===== src/rtl/vec_pkg.sv =====
// Shared defaults, lane-vector type and FSM state encoding for the duplex sequencer.
package vec_pkg;

  localparam int N_DEF = 8;
  localparam int V_DEF = 16;

  typedef logic [V_DEF-1:0][N_DEF-1:0] lane_vec_t;

  typedef enum logic [1:0] {
    IDLE = 2'd0,
    PASS = 2'd1,
    LO   = 2'd2,
    HI   = 2'd3
  } state_t;

endpackage


===== src/rtl/lane_dup_half.sv =====
// Combinational lane duplicator: each lane of the selected half of vec is
// written to two adjacent output lanes (half=0 -> low half, half=1 -> high half).
module lane_dup_half
  import vec_pkg::*;
#(
  parameter int N = N_DEF,
  parameter int V = V_DEF
) (
  input  logic [V-1:0][N-1:0] vec,
  input  logic                half,
  output logic [V-1:0][N-1:0] dup
);

  logic [N-1:0] lane;

  always_comb begin
    dup  = '0;
    lane = '0;
    for (int i = 0; i < V / 2; i++) begin
      lane         = half ? vec[i + V / 2] : vec[i];
      dup[2*i]     = lane;
      dup[2*i + 1] = lane;
    end
  end

endmodule


===== src/rtl/duplex_sequencer.sv =====
// Accepts one V-lane vector at a time and emits it either unchanged (one beat)
// or as two duplicated half beats (low half, then high half).
module duplex_sequencer
  import vec_pkg::*;
#(
  parameter int N = N_DEF,
  parameter int V = V_DEF
) (
  input  logic                clk,
  input  logic                rst,
  input  logic                in_valid,
  output logic                in_ready,
  input  logic [V-1:0][N-1:0] in_vec,
  input  logic                dup_en,
  output logic                out_valid,
  input  logic                out_ready,
  output logic [V-1:0][N-1:0] out_vec,
  output logic                out_half,
  output logic                out_last,
  output logic [15:0]         vec_count,
  output state_t              fsm_state
);

  // Handshakes (both sides): a transfer happens on a rising edge where valid
  // and ready are both high; a valid beat holds its payload until taken.

  state_t                state_q;
  state_t                state_d;
  logic [V-1:0][N-1:0]   held_q;
  logic [V-1:0][N-1:0]   dup_vec;
  logic [15:0]           count_q;
  logic                  accept;
  logic                  out_fire;
  logic                  final_fire;

  lane_dup_half #(
    .N(N),
    .V(V)
  ) u_dup (
    .vec (held_q),
    .half(state_q == HI),
    .dup (dup_vec)
  );

  always_comb begin
    out_valid  = (state_q != IDLE);
    out_half   = (state_q == HI);
    out_last   = (state_q == PASS) || (state_q == HI);
    out_vec    = (state_q == PASS) ? held_q : dup_vec;
    out_fire   = out_valid && out_ready;
    final_fire = out_fire && out_last;
    // A new vector may enter on the same edge its predecessor's final beat leaves.
    in_ready   = (state_q == IDLE) || (out_last && out_ready);
    accept     = in_valid && in_ready;

    state_d = state_q;
    if (accept) begin
      state_d = dup_en ? LO : PASS;
    end else if (final_fire) begin
      state_d = IDLE;
    end else if ((state_q == LO) && out_fire) begin
      state_d = HI;
    end
  end

  always_ff @(posedge clk) begin
    if (rst) begin
      state_q <= IDLE;
      held_q  <= '0;
      count_q <= '0;
    end else begin
      state_q <= state_d;
      if (accept) begin
        held_q <= in_vec;
      end
      if (final_fire) begin
        count_q <= count_q + 16'd1;
      end
    end
  end

  assign vec_count = count_q;
  assign fsm_state = state_q;

endmodule


===== config.mk =====
export PLATFORM = sky130hd
export DESIGN_NAME = duplex_sequencer
export DESIGN_NICKNAME = d
export VERILOG_FILES = /design/src/rtl/vec_pkg.sv /design/src/rtl/lane_dup_half.sv /design/src/rtl/duplex_sequencer.sv
export SDC_FILE = /design/constraint.sdc
export NUM_CORES = 1
export LEC_CHECK = 0
export ABC_AREA = 1
export ABC_CLOCK_PERIOD_IN_PS = 4300
export BUFFER_PORTS_ARGS = -buffer_cell sky130_fd_sc_hd__buf_2
export CELL_PAD_IN_SITES_DETAIL_PLACEMENT = 0
export CELL_PAD_IN_SITES_GLOBAL_PLACEMENT = 2
export CORE_UTILIZATION = 27
export CTS_CLUSTER_DIAMETER = 100
export DETAILED_ROUTE_END_ITERATION = 10
export PLACE_DENSITY = 0.87
export SLEW_MARGIN = 40
export SYNTH_ARGS = -nofsm -noshare
export SYNTH_HDL_FRONTEND = slang
export SYNTH_SLANG_ARGS = --single-unit

===== constraint.sdc =====
create_clock -name clk -period 4.3 [get_ports clk]
set_input_delay 1.29 -clock clk [delete_from_list [all_inputs] [get_ports clk]]
set_output_delay 1.29 -clock clk [all_outputs]
set_load 0.03 [all_outputs]

==> impl_results.md, run 1 <==
- Outcome: complete, no violations
- RSZ-0062 raised after global routing: false
- Syn_area_per_cell: approximately 7.0 um^2
- Tmin final: just under 4 ns
- DRT antenna net count: 0
- Initial DRC Count: 691
- Psw: between 1.5 and 2 mW
- CP Launch Point: fsm_state[0]
- Die X: 161.6 um
- Flop pwr share: 0.356
- CP required: 3.01 ns
- Post-CTS Setup Bufs: 0
- Multi-input logic area: between 2000 and 3000 um^2
- Critical Path AT: 2.59 ns
- Syn Nets: 1120
- Max-cap violations: 0
- WHS: about 0.47 ns
- CTS sink count: ~150
- Initial antenna violation count: 4
- Clock Latency Late Sink: ~0.42 ns
- R2R setup slack: between 1.5 and 2 ns
- Final Hold Vio Count: 0
- Switching share of power: 0.3722
- Post-DP Area: approximately 8500 um^2
- Clock power share: 0.348
- Fillers: between 2000 and 3000
- TritonCTS clock tree: yes
- Rel. slew slack: 0.4876
- Cell variety after synth: 26
- WL final: 28560 um
- Drt first pass iters: 7
- Setup TNS: 0 ns
- CP max-delay cell: dfxtp_4
- Dpl ws: roughly 0.82 ns
- Worst Hold Launch: held_q[0]
- PwrDens: 479.2 nW/um^2
- Element type at the critical path end: output port
- Worst R2R End: held_q[124]
- Floorplan row count: 58
- First-pass GRT wire length: between 40000 and 50000 um
- Power, Total: 4.341 mW
- Routability congestion estimate: 0.8636
- Wire per inst: between 15 and 20 um
- Core area: 25110 um^2
- PortBufs: 282
- Worst r2r path cells: 7
- Worst path cell trace: nand2_4, buf_4, o221ai_1, buf_2
- # IOs: 283
- Crit path kind: register to output port
- Final Slew Violations: 0
- Area fraction of the dominant cell type after synthesis: 0.4251
- Register area share after synthesis: 0.4251
- FF-to-FF Start: fsm_state[0]
- Worst Tran Pin Value: between 0.7 and 0.8 ns
- Register area: roughly 2900 um^2
- H-tree lvl count: 4
- DRC viols: 0
- Clock skew: roughly 0.0099 ns
- Post_cts resized: 0
- Design area: a little over 9000 um^2
- CTS buffer count: 17
- Area contributors post-synth: dfxtp_1 (43%), o21ai_0 (13%), inv_1 (9.9%)
- Fin crit share: 0.9015
- Comb pwr share: 0.296
- Vias in the first global route: approximately 7000
- Critical-path maximum fanout: just over 80
- # hold bufs at CTS: 0
- #FFs+latches synth: between 100 and 150
- Die ar.: 26110 um^2
- Chip Height: 161.6 um
- Clock transition at path regs: ~0.06 ns
- Starting Density: 0.2738
- Largest net degree at the start of global routing: ~120
- Hold endpoint: held_q[0]
- Crit path launch type: register
- Area grow syn2layout: 31.76%
- Drt via density: about 4.8
- Fmax: between 0.2 and 0.3 GHz
- Overflow after GRT: 0
- Cells after Synth: just under 1000
- WHS Path Cells: 2
- Crit path largest cell delay: approximately 0.75 ns
- Ratio of cells with drive above 1 in the final layout: 0.2692
- CTS max path bufs: 2
- Worst setup margin: roughly 0.42 ns
- Total Routing Usage GR: 0.2150
- Hold Crit Class: register to register
- Dpl hpwl: approximately 22000 um
- Syn Std Cell Area: slightly below 7000 um^2
- Maximum VDD drop: 246.5 uV
- Nets: roughly 1400
- Final setup viols: 0
- Int Pwr: approximately 2.7 mW
- Synth warn: 0
- Leakage: between 4 and 5 nW
- Yosys top cell by area: dfxtp_1
- Via count: ~7500
- Clock root buffer: clkbuf_16
-- how the worst max path moves through the flow --
stage / end / slack [ns] / cells after the start
after global routing: out_vec[12] / 0.25 / 4
after floorplan: out_vec[112] / 1.02 / 5
after global placement: out_vec[12] / 0.87 / 4
final: out_vec[12] / 0.42 / 4
after detailed placement: out_vec[12] / 0.82 / 4
after CTS: out_vec[12] / 0.36 / 4
-- worst max-delay path, delay by kind of cell (launching register included) --
family | cells | cell delay [ns]
AND/OR/NAND/NOR | 1 | 0.54
AO/OA/AOI/OAI | 1 | 0.22
buffers and inverters | 2 | 0.63
flip-flops | 1 | 0.75
-- power by group through the flow --
stage	combinational [mW]	clock, mW	sequential, mW
floorplan	0.870	0	1.56
global placement	1.29	0	1.57
detailed placement	1.29	0	1.58
CTS	1.29	1.55	1.55
global route	1.39	1.61	1.56
finish	1.28	1.51	1.55
-- cells by family after synthesis --
kind of cell / share of synthesized area
AOI/OAI and AO/OA: 0.3267
buffers and inverters: 0.1552
xor gates and xnor gates: 0.001274
and+or+nand+nor: 0.08990
adders and majority gates: 0.001820
DFF: 0.4251
-- synthesized netlist by cell type (all sizes together) --
cell type  instances
a211oi             1
a21oi            122
and3               1
buf               39
clkbuf            34
clkinv             1
dfxtp            146
ha                 1
inv              183
nand2             69
nand3             20
nor2              58
nor3               3
nor3b              1
o21ai            248
o21bai             1
o221ai             9
o22ai             48
xor2               1
-- stage by stage --
step,std cells,utilization
6_report,1570,0.3608
4_1_cts,1567,0.3605
3_5_place_dp,1536,0.3368
2_1_floorplan,986,-
3_3_place_gp,1536,0.3368
5_1_grt,1568,0.3606
-- state kept, by name, indices dropped and copies added, names as in the netlist --
register,cells
held_q,128
vec_count,16
fsm_state,2
-- cells in the final DEF, fill, tap and decap left out, drive strengths merged, types with 2 or more instances in the layout --
cell	instances
nor2	58
buf	293
o21ai	248
inv	184
nand2	69
clkinv	6
diode	3
clkbuf	19
dfxtp	146
nor3	3
bufinv	2
nand3	20
clkinvlp	4
o22ai	48
o221ai	9
a21oi	122
-- per-layer routing --
| layer | share of wire | track usage | wire [um] |
|---|---|---|---|
| met5 | 0.00046 | 0 | 13 |
| met4 | 0.025 | 0.07762 | 723 |
| met3 | 0.076 | 0.05881 | 2166 |
| met2 | 0.45 | 0.3370 | 12850 |
| met1 | 0.45 | 0.2814 | 12800 |
-- area by class of cell --
| class | count | share of cell area |
|---|---|---|
| antenna | 3 | 0.0008287 |
| clock inverter | 12 | 0.01450 |
| inverter | 184 | 0.07652 |
| multi-input combinational | 583 | 0.3206 |
| tap | 330 | 0.04558 |
| sequential | 146 | 0.3231 |
| clock buffer | 19 | 0.05124 |
| timing repair buffer | 293 | 0.1677 |
No activity file was read; power rests on OpenSTA's default activity.
==> run 2: changes to the inputs <==
- CELL_PAD_IN_SITES_DETAIL_PLACEMENT: 0 -> 1
==> run 2 against run 1 <==
Net effect:
- total power decreased by 0.62%
- count of clock-buffer cells in the layout increased by 1
- setup slack got worse by 0.0043 ns
- largest cell class unchanged
- core utilization about the same
- combinational power about the same
- fmax decreased by 0.11%
==> impl_results.md, run 2 (synthesized netlist as in run 1, its figures left out) <==
- Ratio of cells with drive above 1 in the final layout: 0.2692 (unchanged)
- Starting Density: 0.2738 (unchanged)
- CTS max path bufs: 2 (unchanged)
- Crit path launch type: register
- Clock Latency Late Sink: 0.42 ns (about the same)
- Via count: 7595 (+0.88%)
- Switching share of power: 0.3777 (+0.005543)
- Top reg by flops: held_q
- FF-to-FF Start: fsm_state[0]
- Die ar.: 26110 um^2 (unchanged)
- Drt first pass iters: 5 (-2)
- Final Hold Vio Count: 0 (unchanged)
- Leakage: 4.070 nW (-0.26%)
- Initial antenna violation count: 6 (+2)
- Final setup viols: 0 (unchanged)
- Tmin final: 3.881 ns (+0.004270 ns)
- Post-CTS Setup Bufs: 0 (unchanged)
- Outcome: complete, no violations
- Worst path cell trace: nand2_4, buf_4, o21ai_0, buf_2
- Total Routing Usage GR: 0.2218 (+0.006818)
- Die X: 161.6 um (unchanged)
- Comb pwr share: 0.300 (+0.004)
- GRT met3 Usage: 0.06112 (+0.002311)
- RSZ-0062 raised after global routing: false
- WHS Path Cells: 2 (unchanged)
- CTS buffer count: 17 (unchanged)
- Int Pwr: 2.684 mW (-1.5%)
- GR peak layer: met2
- Post_cts resized: 0 (unchanged)
- PwrDens: 476.8 nW/um^2 (-0.50%)
- Hold endpoint: held_q[0]
- Fin crit share: 0.9025 (+0.0009930)
- Routability congestion estimate: 0.8636 (unchanged)
- Area grow syn2layout: 31.59%
- Clock skew: 0.01065 ns (+0.0007346 ns)
- Crit path largest cell delay: 0.74 ns (about the same)
- Post-DP Area: 8456 um^2 (unchanged)
- Chip Height: 161.6 um (unchanged)
- Dpl hpwl: 22980 um (+4.3%)
- Clock transition at path regs: 0.06 ns (about the same)
- # IOs: 283 (unchanged)
- Worst Hold Launch: held_q[0]
- Floorplan row count: 58 (unchanged)
- Drt via density: 4.835 (+0.81%)
- Rel. slew slack: 0.4869 (-0.0007200)
- CP required: 3.01 ns (about the same)
- First-pass GRT wire length: 43390 um (+3.7%)
- R2R setup slack: 1.87 ns (about the same)
- Maximum VDD drop: 265.5 uV (+7.7%)
- Clock power share: 0.341 (-0.007)
- Psw: 1.629 mW (+0.86%)
- Initial DRC Count: 542 (-22%)
- Clock root buffer: clkbuf_16
- CTS sink count: 146 (unchanged)
- Largest net degree at the start of global routing: 115 (unchanged)
- DRC viols: 0 (unchanged)
- WL final: 29620 um (+3.7%)
- Worst r2r path cells: 7 (unchanged)
- Vias in the first global route: 7256 (+3.5%)
- Worst Tran Pin Value: 0.7696 ns (+0.001079 ns)
- Worst R2R End: held_q[123]
- Commonest non-fill, non-tap cell in the layout: buf_2
- Wire per inst: 18.86 um (+3.7%)
- H-tree lvl count: 4 (unchanged)
- Overflow after GRT: 0 (unchanged)
- Max-cap violations: 0 (unchanged)
- TritonCTS clock tree: yes
- PortBufs: 282 (unchanged)
- # hold bufs at CTS: 0 (unchanged)
- Flop pwr share: 0.359 (+0.003)
- M2 GR Usage: 0.3591 (+0.02214)
- Final Slew Violations: 0 (unchanged)
- Nets: 1359 (unchanged)
- Critical-path maximum fanout: 83 (unchanged)
- CP max-delay cell: dfxtp_4
- Design area: 9047 um^2 (-0.12%)
- Setup TNS: 0 ns (unchanged)
- DRT antenna net count: 0 (unchanged)
- Hold Crit Class: register to register
- Crit path kind: register to output port
- GRT met1 Usage: 0.2868 (+0.005476)
- Fmax: 0.2577 GHz (-0.11%)
- Element type at the critical path end: output port
- Number of flip-flops under the largest register name: 128 (unchanged)
- Critical Path AT: 2.59 ns (about the same)
- Most frequent cells in the layout: buf_2 (282), o21ai_0 (183), inv_1 (180)
- Core area: 25110 um^2 (unchanged)
-- run 2: per-layer routing --
metal | routed length, um | vias up
met5 | 22 | -
met1 | 13290 | 3568
met2 | 13630 | 251
met4 | 620 | 4
met3 | 2061 | 32
li1 | - | 3740
-- run 2: worst max path at each step --
stage,slack [ns],from,end,depth (start not counted)
after floorplan,1.02,fsm_state[0],out_vec[112],5
after global placement,0.87,fsm_state[0],out_vec[12],4
after detailed placement,0.80,fsm_state[0],out_vec[12],4
after CTS,0.34,fsm_state[0],out_vec[12],4
after global routing,0.23,fsm_state[0],out_vec[88],4
final,0.42,fsm_state[0],out_vec[88],4
-- run 2: layout make-up --
| class | instances | area, um^2 |
|---|---|---|
| fillers | 3245 | 16060 |
| flip-flops and latches | 146 | 2927 |
| multi-input cells | 583 | 2904 |
| repair buffers | 293 | 1519 |
| inverters | 184 | 693.2 |
| clock buffers | 20 | 478.0 |
| well taps | 330 | 412.9 |
| clock inverters | 11 | 103.9 |
| diodes | 4 | 10.01 |
-- run 2: through the flow --
stage / utilization / hold slack, ns / worst slack, ns / std cells / power (mW)
2_1_floorplan: - / 0.4405 / 1.018 / 986 / 2.425
3_3_place_gp: 0.3368 / 0.4588 / 0.8728 / 1536 / 2.860
3_5_place_dp: 0.3368 / 0.4668 / 0.8018 / 1536 / 2.877
4_1_cts: 0.3599 / 0.4754 / 0.3363 / 1567 / 4.358
5_1_grt: 0.3601 / 0.5006 / 0.2285 / 1569 / 4.524
6_report: 0.3603 / 0.4760 / 0.4193 / 1571 / 4.314
-- run 2: power by group through the flow --
stage	Clock, mW	Sequential, mW	Combinational, mW
2_1_floorplan	0	1.56	0.870
6_report	1.47	1.55	1.29
3_5_place_dp	0	1.58	1.30
5_1_grt	1.57	1.56	1.39
3_3_place_gp	0	1.57	1.29
4_1_cts	1.51	1.55	1.30
-- run 2: worst max-delay path: cells and delay by family, from the launching register on --
kind	cells	cell delay [ns]
AO/OA/AOI/OAI	1	0.22
flip-flops	1	0.74
AND/OR/NAND/NOR	1	0.54
buffers and inverters	2	0.63
